$ cat src/rtl/prefetch_queue.sv
// rtl/prefetch_queue.sv - instruction prefetch unit with integrated byte queue
//
// Ports:
//   clk, reset                 clock, asynchronous active-low reset
//   cs, new_ip, load_new_ip    code segment, flush target IP, flush strobe
//   rd_en, rd_two              pop request, pop width (1 = two bytes)
//   rd_data, count, empty      head bytes {next, head}, bytes held, empty flag
//   mem_access, mem_address    registered bus request and word address [19:1]
//   mem_ack, mem_data          bus completion and little-endian read data
module prefetch_queue #(
  parameter int DEPTH = 6,
  parameter int CW    = $clog2(DEPTH + 1)
) (
  input  logic          clk,
  input  logic          reset,
  input  logic [15:0]   cs,
  input  logic [15:0]   new_ip,
  input  logic          load_new_ip,
  input  logic          rd_en,
  input  logic          rd_two,
  output logic [15:0]   rd_data,
  output logic [CW-1:0] count,
  output logic          empty,
  output logic          mem_access,
  input  logic          mem_ack,
  output logic [19:1]   mem_address,
  input  logic [15:0]   mem_data
);

  typedef enum logic [1:0] {IDLE, FETCH, DISCARD} state_t;

  state_t        state, state_n;
  logic [7:0]    q   [DEPTH];
  logic [7:0]    q_n [DEPTH];
  logic [15:0]   fetch_ip, fetch_ip_n;
  logic          need2, need2_n;
  logic [CW-1:0] count_n;
  logic          mem_access_n;
  logic [19:1]   mem_address_n;
  logic [19:0]   phys;
  logic [7:0]    byte0, byte1;
  int            cnt_i, pop_i, push_i;

  assign phys    = {cs, 4'h0} + {4'h0, fetch_ip};
  assign empty   = (count == '0);
  // Slots at or beyond count hold stale bytes, so mask them to zero.
  assign rd_data = {(count >= CW'(2)) ? q[1] : 8'h00,
                    (count != '0)     ? q[0] : 8'h00};

  always_comb begin
    state_n       = state;
    fetch_ip_n    = fetch_ip;
    need2_n       = need2;
    mem_access_n  = mem_access;
    mem_address_n = mem_address;
    count_n       = count;
    q_n           = q;
    cnt_i         = int'(count);
    pop_i         = 0;
    push_i        = 0;
    // An odd-address fetch only carries the upper byte of the word.
    byte0         = need2 ? mem_data[7:0] : mem_data[15:8];
    byte1         = mem_data[15:8];

    case (state)
      IDLE: begin
        // Space is reserved at issue time, so the later push can never overflow.
        if (!load_new_ip && (DEPTH - cnt_i) >= (phys[0] ? 1 : 2)) begin
          state_n       = FETCH;
          mem_access_n  = 1'b1;
          mem_address_n = phys[19:1];
          need2_n       = ~phys[0];
        end
      end
      FETCH: begin
        if (mem_ack) begin
          mem_access_n = 1'b0;
          state_n      = IDLE;
          if (!load_new_ip) begin
            push_i     = need2 ? 2 : 1;
            fetch_ip_n = fetch_ip + (need2 ? 16'd2 : 16'd1);
          end
        end else if (load_new_ip) begin
          // The bus cycle cannot be withdrawn; wait it out and drop its data.
          state_n = DISCARD;
        end
      end
      DISCARD: begin
        if (mem_ack) begin
          mem_access_n = 1'b0;
          state_n      = IDLE;
        end
      end
      default: state_n = IDLE;
    endcase

    if (!load_new_ip && rd_en && cnt_i >= (rd_two ? 2 : 1))
      pop_i = rd_two ? 2 : 1;

    if (load_new_ip) begin
      fetch_ip_n = new_ip;
      count_n    = '0;
    end else begin
      // Shift out popped bytes, then append pushed bytes behind the survivors.
      for (int i = 0; i < DEPTH; i++) begin
        for (int j = 0; j < DEPTH; j++) begin
          if (j == i + pop_i) q_n[i] = q[j];
        end
        if (push_i >= 1 && i == cnt_i - pop_i)     q_n[i] = byte0;
        if (push_i == 2 && i == cnt_i - pop_i + 1) q_n[i] = byte1;
      end
      count_n = CW'(cnt_i - pop_i + push_i);
    end
  end

  always_ff @(posedge clk or negedge reset) begin
    if (!reset) begin
      state       <= IDLE;
      fetch_ip    <= '0;
      need2       <= 1'b0;
      mem_access  <= 1'b0;
      mem_address <= '0;
      count       <= '0;
      for (int i = 0; i < DEPTH; i++) q[i] <= 8'h00;
    end else begin
      state       <= state_n;
      fetch_ip    <= fetch_ip_n;
      need2       <= need2_n;
      mem_access  <= mem_access_n;
      mem_address <= mem_address_n;
      count       <= count_n;
      q           <= q_n;
    end
  end

endmodule

$ cat config.mk
export PLATFORM = sky130hd
export DESIGN_NAME = prefetch_queue
export DESIGN_NICKNAME = d
export VERILOG_FILES = /design/src/rtl/prefetch_queue.sv
export SDC_FILE = /design/constraint.sdc
export NUM_CORES = 1
export LEC_CHECK = 0
export BUFFER_PORTS_ARGS = -buffer_cell sky130_fd_sc_hd__buf_2
export CORE_ASPECT_RATIO = 1.5
export CORE_MARGIN = 2
export CORE_UTILIZATION = 59
export CTS_CLUSTER_DIAMETER = 80
export CTS_CLUSTER_SIZE = 20
export DETAILED_ROUTE_END_ITERATION = 10
export PLACE_DENSITY = 0.87
export SETUP_SLACK_MARGIN = 0.1
export SYNTH_ARGS = -nofsm -noshare
export SYNTH_HDL_FRONTEND = slang
export SYNTH_SLANG_ARGS = --single-unit
export TNS_END_PERCENT = 10
$ cat constraint.sdc
create_clock -name clk -period 5.13 [get_ports clk]
set_input_delay 1.026 -clock clk [delete_from_list [all_inputs] [get_ports clk]]
set_output_delay 1.026 -clock clk [all_outputs]
set_load 0.03 [all_outputs]
## Yosys cells after proc, flatten, opt, wreduce, memory -nomap -nowiden

Index checks and enable logic that the tools add are counted.

- Add/sub/neg operators: 11
- Magnitude comparators: 4
- Equal/unequal tests: 52
- Muxes and demuxes: 70
- Bitwise logic cells: 2
- Reductions and logical operators: 46

Operators with widths:

| operator | number |
|---|---|
| equality test 3 x 32 -> 1 bit, first input constant | 16 |
| equality test 4 x 32 -> 1 bit, first input constant | 16 |
| two-way mux 8 bit | 50 |
| equality test 2 x 32 -> 1 bit, first input constant | 8 |
| zero test 32 bit | 7 |
| adder 3 x 32 -> 32 bit, first input constant | 2 |
| adder 4 x 32 -> 32 bit, first input constant | 2 |
| two-way mux 16 bit | 3 |
| nonzero test 7 bit | 6 |
| adder 2 x 32 -> 32 bit, first input constant | 1 |
| adder 32 x 2 -> 32 bit, second input constant | 1 |
| equality test 32 x 3 -> 1 bit, second input constant | 1 |
| >= comparator 32 x 2 -> 1 bit, second input constant | 1 |
| >= comparator 4 x 32 -> 1 bit | 1 |
| two-way mux 2 bit | 12 |
| AND reduction 3 bit | 7 |
| adder 20 x 16 -> 20 bit | 1 |
| adder 16 x 2 -> 16 bit | 1 |
| logical AND 1 bit | 15 |
| != test 7 x 1 -> 1 bit, second input constant | 1 |
| != test 6 x 1 -> 1 bit, second input constant | 1 |
| one-hot mux 2 bit (3 select lines) | 1 |
| AND reduction 2 bit | 3 |
| nonzero test 2 bit | 3 |
| 22 further kinds | 25 |

- Register bits after elaboration: 90
- Bits of input ports: 54
- Output and inout port bits: 40
- Word-level logic and storage cells: 197

## Logic depth before layout (Yosys ltp)

Gate-level depths: netlist of the first run.

- Depth in word-level cells: 14
- Depth in mapped cells: 19
- Gate-level depth less buffers: 17

## Worst setup path before layout of the first run

OpenSTA, ideal clock, no wires.

- Path kind: input -> register
- From: input rd_two
- To: register q[4] (netlist name)
- Library setup time: 0.077 ns
- Data arrival time: 5.454 ns
- Data required time: 5.053 ns
- Setup slack: -0.402 ns
- Stages on the path: 19
- Path buffers: 2
- Cell sequence: inv_1 > clkbuf_1 > ha_1 > nand2b_1 > a211oi_2 > nor2_1 > nand2_1 > inv_2 > fa_1 > nor2_1 > nand3_1 > ha_1 > nand4bb_1 > nor3_1 > nand2_1 > a21oi_4 > buf_4 > nor2_1 > a21oi_1

- Longest elaborated chain between the ends: 13
- Elaborated cells on any way between the ends: 27
- Classes of those cells: 3 x add/sub; 1 x order compare; 8 x eq/ne; 9 x mux; 6 x reduce/logical

RTL lines:

| what | RTL line | source |
|---|---|---|
| from (decl) | 20 | `input logic rd_two,` |
| two-way mux 2 bit (*) | 97, 98 |  |
| >= comparator 4 x 32 -> 1 bit | 97 | `if (!load_new_ip && rd_en && cnt_i >= (rd_two ? 2 : 1))` |
| logical AND 1 bit | 97 |  |
| two-way mux 2 bit (*) | 97 |  |
| branches (longest 9 deep; another with adder 32 x 2 -> 32 bit) | - |  |
| to (signal assigned) | 132 | `q <= q_n;` |
| to (decl) | 33 | `logic [7:0] q [DEPTH];` |

Mark *: on every way between the ends. The select of a mux whose other input is x is not followed.
A chain may end at the register's enable or synchronous reset.

## Worst setup path after layout of the first run

- From: input rd_two
- To: register q[29] (netlist name)

- Longest elaborated chain between the ends: 13
- Elaborated cells on any way between the ends: 27
- Classes of those cells: 3 x add/sub; 1 x order compare; 8 x eq/ne; 9 x mux; 6 x reduce/logical

RTL lines:

| what | RTL line |
|---|---|
| two-way mux 2 bit (*) | 97, 98 |
| >= comparator 4 x 32 -> 1 bit | 97 |
| logical AND 1 bit | 97 |
| two-way mux 2 bit (*) | 97 |
| branches (longest 9 deep; another with adder 32 x 2 -> 32 bit) | - |

Marked as above.

==> flow_summary.ini, run 1 <==
[logic_synthesis]
synth_fp_nets = 936
ys_ff_latch = 90
synth.top_cell.area_share = 0.3160
ys_top_cells_by_count = nand2_1, dfrtp_1, a21oi_1
avgSynthCellArea_um2 = 8.454
yosysWarnings = 0
yosys.area_share.simple = 0.1856
synth_top_family_by_area = compound AO/OA/AOI/OAI gates
synth_xor_area_frac = 0.03687
synthCells = 843
synth_area_leaders = dfrtp_1, mux2i_1, nand2_1
synthFlopType = dfrtp_1
synthMuxAreaShare = 0.09235
synth_compound_area_frac = 0.2577
synth_edf_count = 0
synth-seq-area-share = 0.3160
yosysMostFrequentCell = nand2_1
ys_types = 75
syn_area_mm2 = 0.007127
yosys.area.top_type = dfrtp_1
postSynth.asyncResetShare = 1.000
synth-adder-area-share = 0.07268

[worst_setup_path]
critPathMaxFanout = 16
cp_slowest_stage_delay_ns = 0.62
reg2reg_depth = 15
arrival_ns = 5.09
crit_path_end_kind = register
critPathTopFamily = simple AND/OR/NAND/NOR gates
r2r-start = count[0]
worst-endpoint-required_ns = 5.40
cp_cell_sequence = buf_2, inv_1, ha_1, nand2b_1, a211oi_4, nor3_2, ha_1, fa_2, xor2_2, nand3_1, ha_1, nand4bb_1, or4_4, a31oi_4, nor2_1, a31oi_2
cp_slowest_cell = or4_4
r2r_slack_ns = 0.52
critical_path_class = in -> reg
cp_common_cell = ha_1
path_buf_inv = 2
r2r_end = q[29]
cp-start-kind = input port

[clocking]
cts_num_sinks = 90
numCtsBuffers = 9
clockBufferDepth = 2
cts_root_buf = clkbuf_16
post_cts_buffers = 0
clkLatencyLatePin_ns = 0.35
clk_pin_slew_ns = 0.07
cts_hold_buffers = 0
cts_tree = done
cts_resized = 0
htreeDepth = 3

[timing]
setup_tns_ns = 0
skew_ns = 0.01187
slew_headroom = 0.2454
setup_slack_ns = 0.3057
fmax_mhz = 207.3
period_share = 0.9404
drv_slew = 0
rsz0062_at_grt = true
setup_viol = 0
hold_viol = 0
fin_crit_ns = 4.824
worst_pin_slew_ns = 1.103

[grt]
met2_usage = 0.5733
met1_usage = 0.3905
grtUsageMet3 = 0.04837
antenna_found_initial = 0
first_global_vias = 6984
top_usage_layer = met2
grtUsageTotal = 0.3326
grt_start_max_net_pins = 47
overflow = 0
grt_pass1_wl_um = 34330

[power_and_ir_drop]
powerDensity_mw_per_mm2 = 493.8
power.share.switching = 0.4650
switching_power_mw = 1.878
seq_power_share = 0.318
peakVddDrop_v = 0.0002336
p_leak_nw = 3.745
p_int_mw = 2.161
power_frac_comb = 0.506
clkPwrFrac = 0.176

[detailed_routing]
drtIter0Drc = 619
wirelength_um = 21470
dr.pass1.iters = 9
post_drt_wl_per_cell_um = 19.62
routed_via_density = 6.463
ant_nets = 0
vias = 7070
drc_errors = 0

[floorplanning]
io_pins = 94
die_h_um = 138.6
die_x_um = 93.74
dieArea_mm2 = 0.01299
rows = 49
core_area_mm2 = 0.01189
start_util = 0.5992

[placement]
hpwlAfterDp_um = 16000
gp_congestion = 1.042
dpl_worst_slack_ns = -0.02646
io_buffer_count = 93
dp.cells = 1078

[hold_path]
worstHoldStart = mem_address[16]
hp-class = reg -> reg
hold_path_depth = 2
hold_end = mem_address[16]

[layout]
drive_gt1_frac = 0.1966
ff_latch_area_mm2 = 0.002252
multi_input_area_mm2 = 0.004644
layout.nets = 1029
n_fill_cell = 988
area_growth_pct = 14.76
instances_no_fill = 1094
diodes = 0

[status]
status = finished clean

[run]
maxCapViolations = 0
-- stage by stage --
stage / instance area, µm² / power, mW / utilization / hold WS [ns]
6_report: 8179 / 4.039 / 0.6877 / 0.4719
5_1_grt: 8179 / 4.293 / 0.6877 / 0.5044
4_1_cts: 8168 / 4.001 / 0.6867 / 0.4758
3_5_place_dp: 7856 / 3.289 / 0.6605 / 0.4601
3_3_place_gp: 7856 / 3.229 / 0.6605 / 0.4572
2_1_floorplan: 7156 / 2.661 / - / 0.4885
-- layout make-up --
| type | count | area share |
|---|---|---|
| Clock buffer | 10 | 0.02922 |
| Clock inverter | 6 | 0.008873 |
| Inverter | 25 | 0.01147 |
| Multi-Input combinational cell | 688 | 0.5678 |
| Sequential cell | 90 | 0.2754 |
| Tap cell | 153 | 0.02341 |
| Timing Repair Buffer | 122 | 0.08383 |
-- cells by family after synthesis --
kind of cell / after synthesis
AOI/OAI and AO/OA: 278
xor gates and xnor gates: 27
adders and majority gates: 39
buffers and inverters: 65
DFF: 90
muxes: 64
and+or+nand+nor: 280
-- sequential cells by signal, indices dropped and copies added (netlist names) --
signal	cells
count	3
fetch_ip	16
mem_access	1
mem_address	19
need2	1
q	48
state	2
-- worst max-delay path by stage --
stage	from	depth (start not counted)	end
2_1_floorplan	rd_two	17	q[29]
3_3_place_gp	rd_two	16	q[29]
3_5_place_dp	rd_two	16	q[29]
4_1_cts	rd_two	16	q[29]
5_1_grt	rd_two	16	q[24]
6_report	rd_two	16	q[29]
-- power by group through the flow --
stage	clock [mW]	sequential [mW]	combinational (mW)
global placement	0	1.27	1.96
floorplan	0	1.32	1.34
finish	0.710	1.29	2.04
detailed placement	0	1.28	2.01
global route	0.739	1.31	2.24
CTS	0.709	1.27	2.02
-- layer usage --
metal	wire, µm	share of wire	vias to the layer above
li1	-	-	3245
met1	7993	0.37	3340
met2	10790	0.50	379
met3	1577	0.073	106
met4	1102	0.051	0
met5	0	0	-
-- tightest hold or removal path, stage by stage (launching register included) --
cell and delay (ns):
dfrtp_1 0.34, nand2_1 0.05, o31ai_1 0.05
-- cells in the final DEF, fill, tap and decap left out, drive strengths merged, types with 4 or more instances in the layout --
master	instances
and3	10
mux2i	50
nor4	4
o211ai	15
o31ai	13
inv	26
o21ai	69
o311ai	5
ha	35
nand2	120
buf	122
and2	14
clkinv	4
xor2	15
fa	4
a21oi	69
nor2	66
o21a	12
a22o	9
a21o	9
o31a	7
clkbuf	10
a2111oi	6
or2	5
o21bai	4
nand2b	5
o22ai	8
dfrtp	90
nor3	11
a211oi	10
xnor2	12
a31oi	21
mux2	14
nor2b	19
nand3	11
Note: power is estimated with default switching activity, not from simulation.
==> inputs of run 2 (changes only) <==
Settings changed: ABC_AREA set to 1, CAP_MARGIN set to 20, CORE_UTILIZATION 59 to 60, PLACE_DENSITY 0.87 to 0.88.
==> run 2 against run 1 <==
Effect of this change:
- register-to-register slack improved by 0.43 ns
- synthesized cell count rose by 36%
- cell count rose by 27%
- worst setup slack improved by 0.18 ns
- combinational power rose by 9%
- via count rose by 21%
- die area rose by 4.7%
- critical path depth rose by 9
- hold slack improved by 0.0071 ns
- first-iteration DRC count rose by 49%
- clock skew fell by 0.0052 ns
==> flow_summary.ini, run 2 <==
[timing]
hold_viol = 0
setup_slack_ns = 0.4887
drv_slew = 0
hold_ws_ns = 0.4790
skew_ns = 0.006664
slew_headroom = 0.2553
setup_viol = 0
fin_crit_ns = 4.641
fmax_mhz = 215.5
period_share = 0.9047
setup_tns_ns = 0
rsz0062_at_grt = false
worst_pin_slew_ns = 1.113

[logic_synthesis]
syn_area_mm2 = 0.007602
ys_types = 44
synth-adder-area-share = 0.06814
synthFlopType = dfrtp_1
postSynth.asyncResetShare = 1.000
yosysMostFrequentCell = nand2_1
avgSynthCellArea_um2 = 6.645
synth.top_cell.area_share = 0.2962
synth_area_leaders = dfrtp_1, nand2_1, o21ai_0
yosys.area_share.simple = 0.2872
synthCells = 1144
synth_fp_nets = 1237
synth-seq-area-share = 0.2962
synthMuxAreaShare = 0
ys_ff_latch = 90
synth_top_family_by_area = simple AND/OR/NAND/NOR gates
yosysWarnings = 0
yosys.area.top_type = dfrtp_1
synth_compound_area_frac = 0.2265
synth_edf_count = 0
ys_top_cells_by_count = nand2_1, inv_1, o21ai_0
synth_xor_area_frac = 0.01843

[worst_setup_path]
critPathTopFamily = simple AND/OR/NAND/NOR gates
r2r_end = q[16]
arrival_ns = 4.93
cp-start-kind = input port
path_buf_inv = 5
r2r-start = count[0]
critPathMaxFanout = 15
r2r_slack_ns = 0.95
cp_slowest_cell = fa_1
reg2reg_depth = 24
worst-endpoint-required_ns = 5.41
cp_common_cell = nand2_1
critical_path_class = in -> reg
crit_path_end_kind = register
cp_slowest_stage_delay_ns = 0.44

[layout]
ff_latch_area_mm2 = 0.002252
area_growth_pct = 12.00
drive_gt1_frac = 0.1535
layout_common_cells = nand2_1, inv_1, o21ai_0, buf_2, dfrtp_1
fin_util = 0.6839
layout_commonest_cell = nand2_1
multi_input_area_mm2 = 0.004563
largest_register_ffs = 48
layout.nets = 1319
instances_no_fill = 1387
diodes = 0
n_fill_cell = 1107
regMostFlops = q
reg_top3 = q x48, mem_address x19, fetch_ip x16

[clocking]
post_cts_buffers = 0
cts_num_sinks = 90
cts_root_buf = clkbuf_16
cts_resized = 0
cts_hold_buffers = 0
htreeDepth = 3
clk_pin_slew_ns = 0.07
cts_tree = done
clockBufferDepth = 2
numCtsBuffers = 9
clkLatencyLatePin_ns = 0.35

[floorplanning]
io_pins = 94
core_area_mm2 = 0.01245
rows = 50
die_x_um = 95.91
dieArea_mm2 = 0.01361
die_h_um = 141.9
start_util = 0.6107

[grt]
grt_start_max_net_pins = 58
antenna_found_initial = 0
overflow = 0
grt_pass1_wl_um = 42270
first_global_vias = 8252
grtUsageTotal = 0.4094

[detailed_routing]
wirelength_um = 26870
dr.pass1.iters = 6
vias = 8581
post_drt_wl_per_cell_um = 19.38
drtIter0Drc = 922
drc_errors = 0
ant_nets = 0
routed_via_density = 6.187

[status]
status = finished clean

[hold_path]
hp-class = reg -> reg
worstHoldStart = mem_address[4]
hold_end = mem_address[4]
hold_path_depth = 2

[placement]
dpl_worst_slack_ns = 0.1562
gp_congestion = 1.111
io_buffer_count = 93
dp.cells = 1371
hpwlAfterDp_um = 20240

[power_and_ir_drop]
powerDensity_mw_per_mm2 = 502.4
p_leak_nw = 4.390
peakVddDrop_v = 0.0003091

[run]
maxCapViolations = 0
[run 2: cell count changes after synthesis, sizes merged, moves of 19 or more]
cell / delta
a21oi: +23
inv: +118
mux2i: -50
nand2: +224
nand3: +52
nor2b: -19
o211ai: +24
o21ai: +56
[run 2: final cells by class]
cell class	instances	area share
sequential	90	0.2645
timing repair buffer	115	0.07436
clock inverter	6	0.01117
tap	156	0.02292
multi-input combinational	867	0.5359
inverter	143	0.06304
clock buffer	10	0.02807
[run 2: cell families (layout without fill, tap and decap cells)]
kind of cell,after synthesis,in the layout
xor gates and xnor gates,16,16
and+or+nand+nor,514,514
adders and majority gates,39,39
DFF,90,90
AOI/OAI and AO/OA,298,298
buffers and inverters,187,274
[run 2: worst max path at each step]
stage / slack (ns) / endpoint / depth (start not counted) / from
final: 0.49 / q[16] / 25 / rd_two
after global routing: 0.13 / q[46] / 24 / rd_two
after CTS: 0.51 / q[46] / 24 / rd_two
after detailed placement: 0.16 / q[46] / 24 / rd_two
after global placement: 0.33 / q[46] / 24 / rd_two
after floorplan: 0.66 / q[15] / 24 / rd_two
[run 2: per-layer routing]
| metal | vias to the layer above | routed length, µm | GRT usage | share of wire |
|---|---|---|---|---|
| li1 | 3947 | - | - | - |
| met1 | 3903 | 9342 | 0.4645 | 0.35 |
| met2 | 565 | 12800 | 0.6625 | 0.48 |
| met3 | 166 | 2505 | 0.08444 | 0.093 |
| met4 | 0 | 2223 | 0.3083 | 0.083 |
| met5 | - | 0 | 0 | 0 |
[run 2: power breakdown]
part | switching (mW) | internal [mW]
logic | 1.51 | 0.715
registers | 0.297 | 0.989
clock network | 0.320 | 0.446
total | 2.13 | 2.15
[run 2: worst register-to-register path, cell delays in order, from the launching register on]
cell and delay, ns:
dfrtp_1 0.40, inv_1 0.19, ha_1 0.27, inv_1 0.05, nand2_1 0.04, nand2_1 0.08
nand2_1 0.08, nand2_1 0.13, nor2_1 0.08, ha_1 0.21, fa_1 0.46, nor2_1 0.27
nand2_1 0.13, ha_1 0.19, nor3_1 0.17, nand3_1 0.18, nor2_4 0.16, inv_2 0.08
nor2_4 0.10, nand2_2 0.09, inv_2 0.29, nor2_4 0.18, a21oi_1 0.16, nand2_1 0.06
o21ai_1 0.06
[run 2: through the flow]
stage	total power, mW	cell area [µm²]
detailed placement	3.454	8180
CTS	4.223	8514
global route	4.573	8514
floorplan	2.776	7602
global placement	3.409	8180
finish	4.277	8514
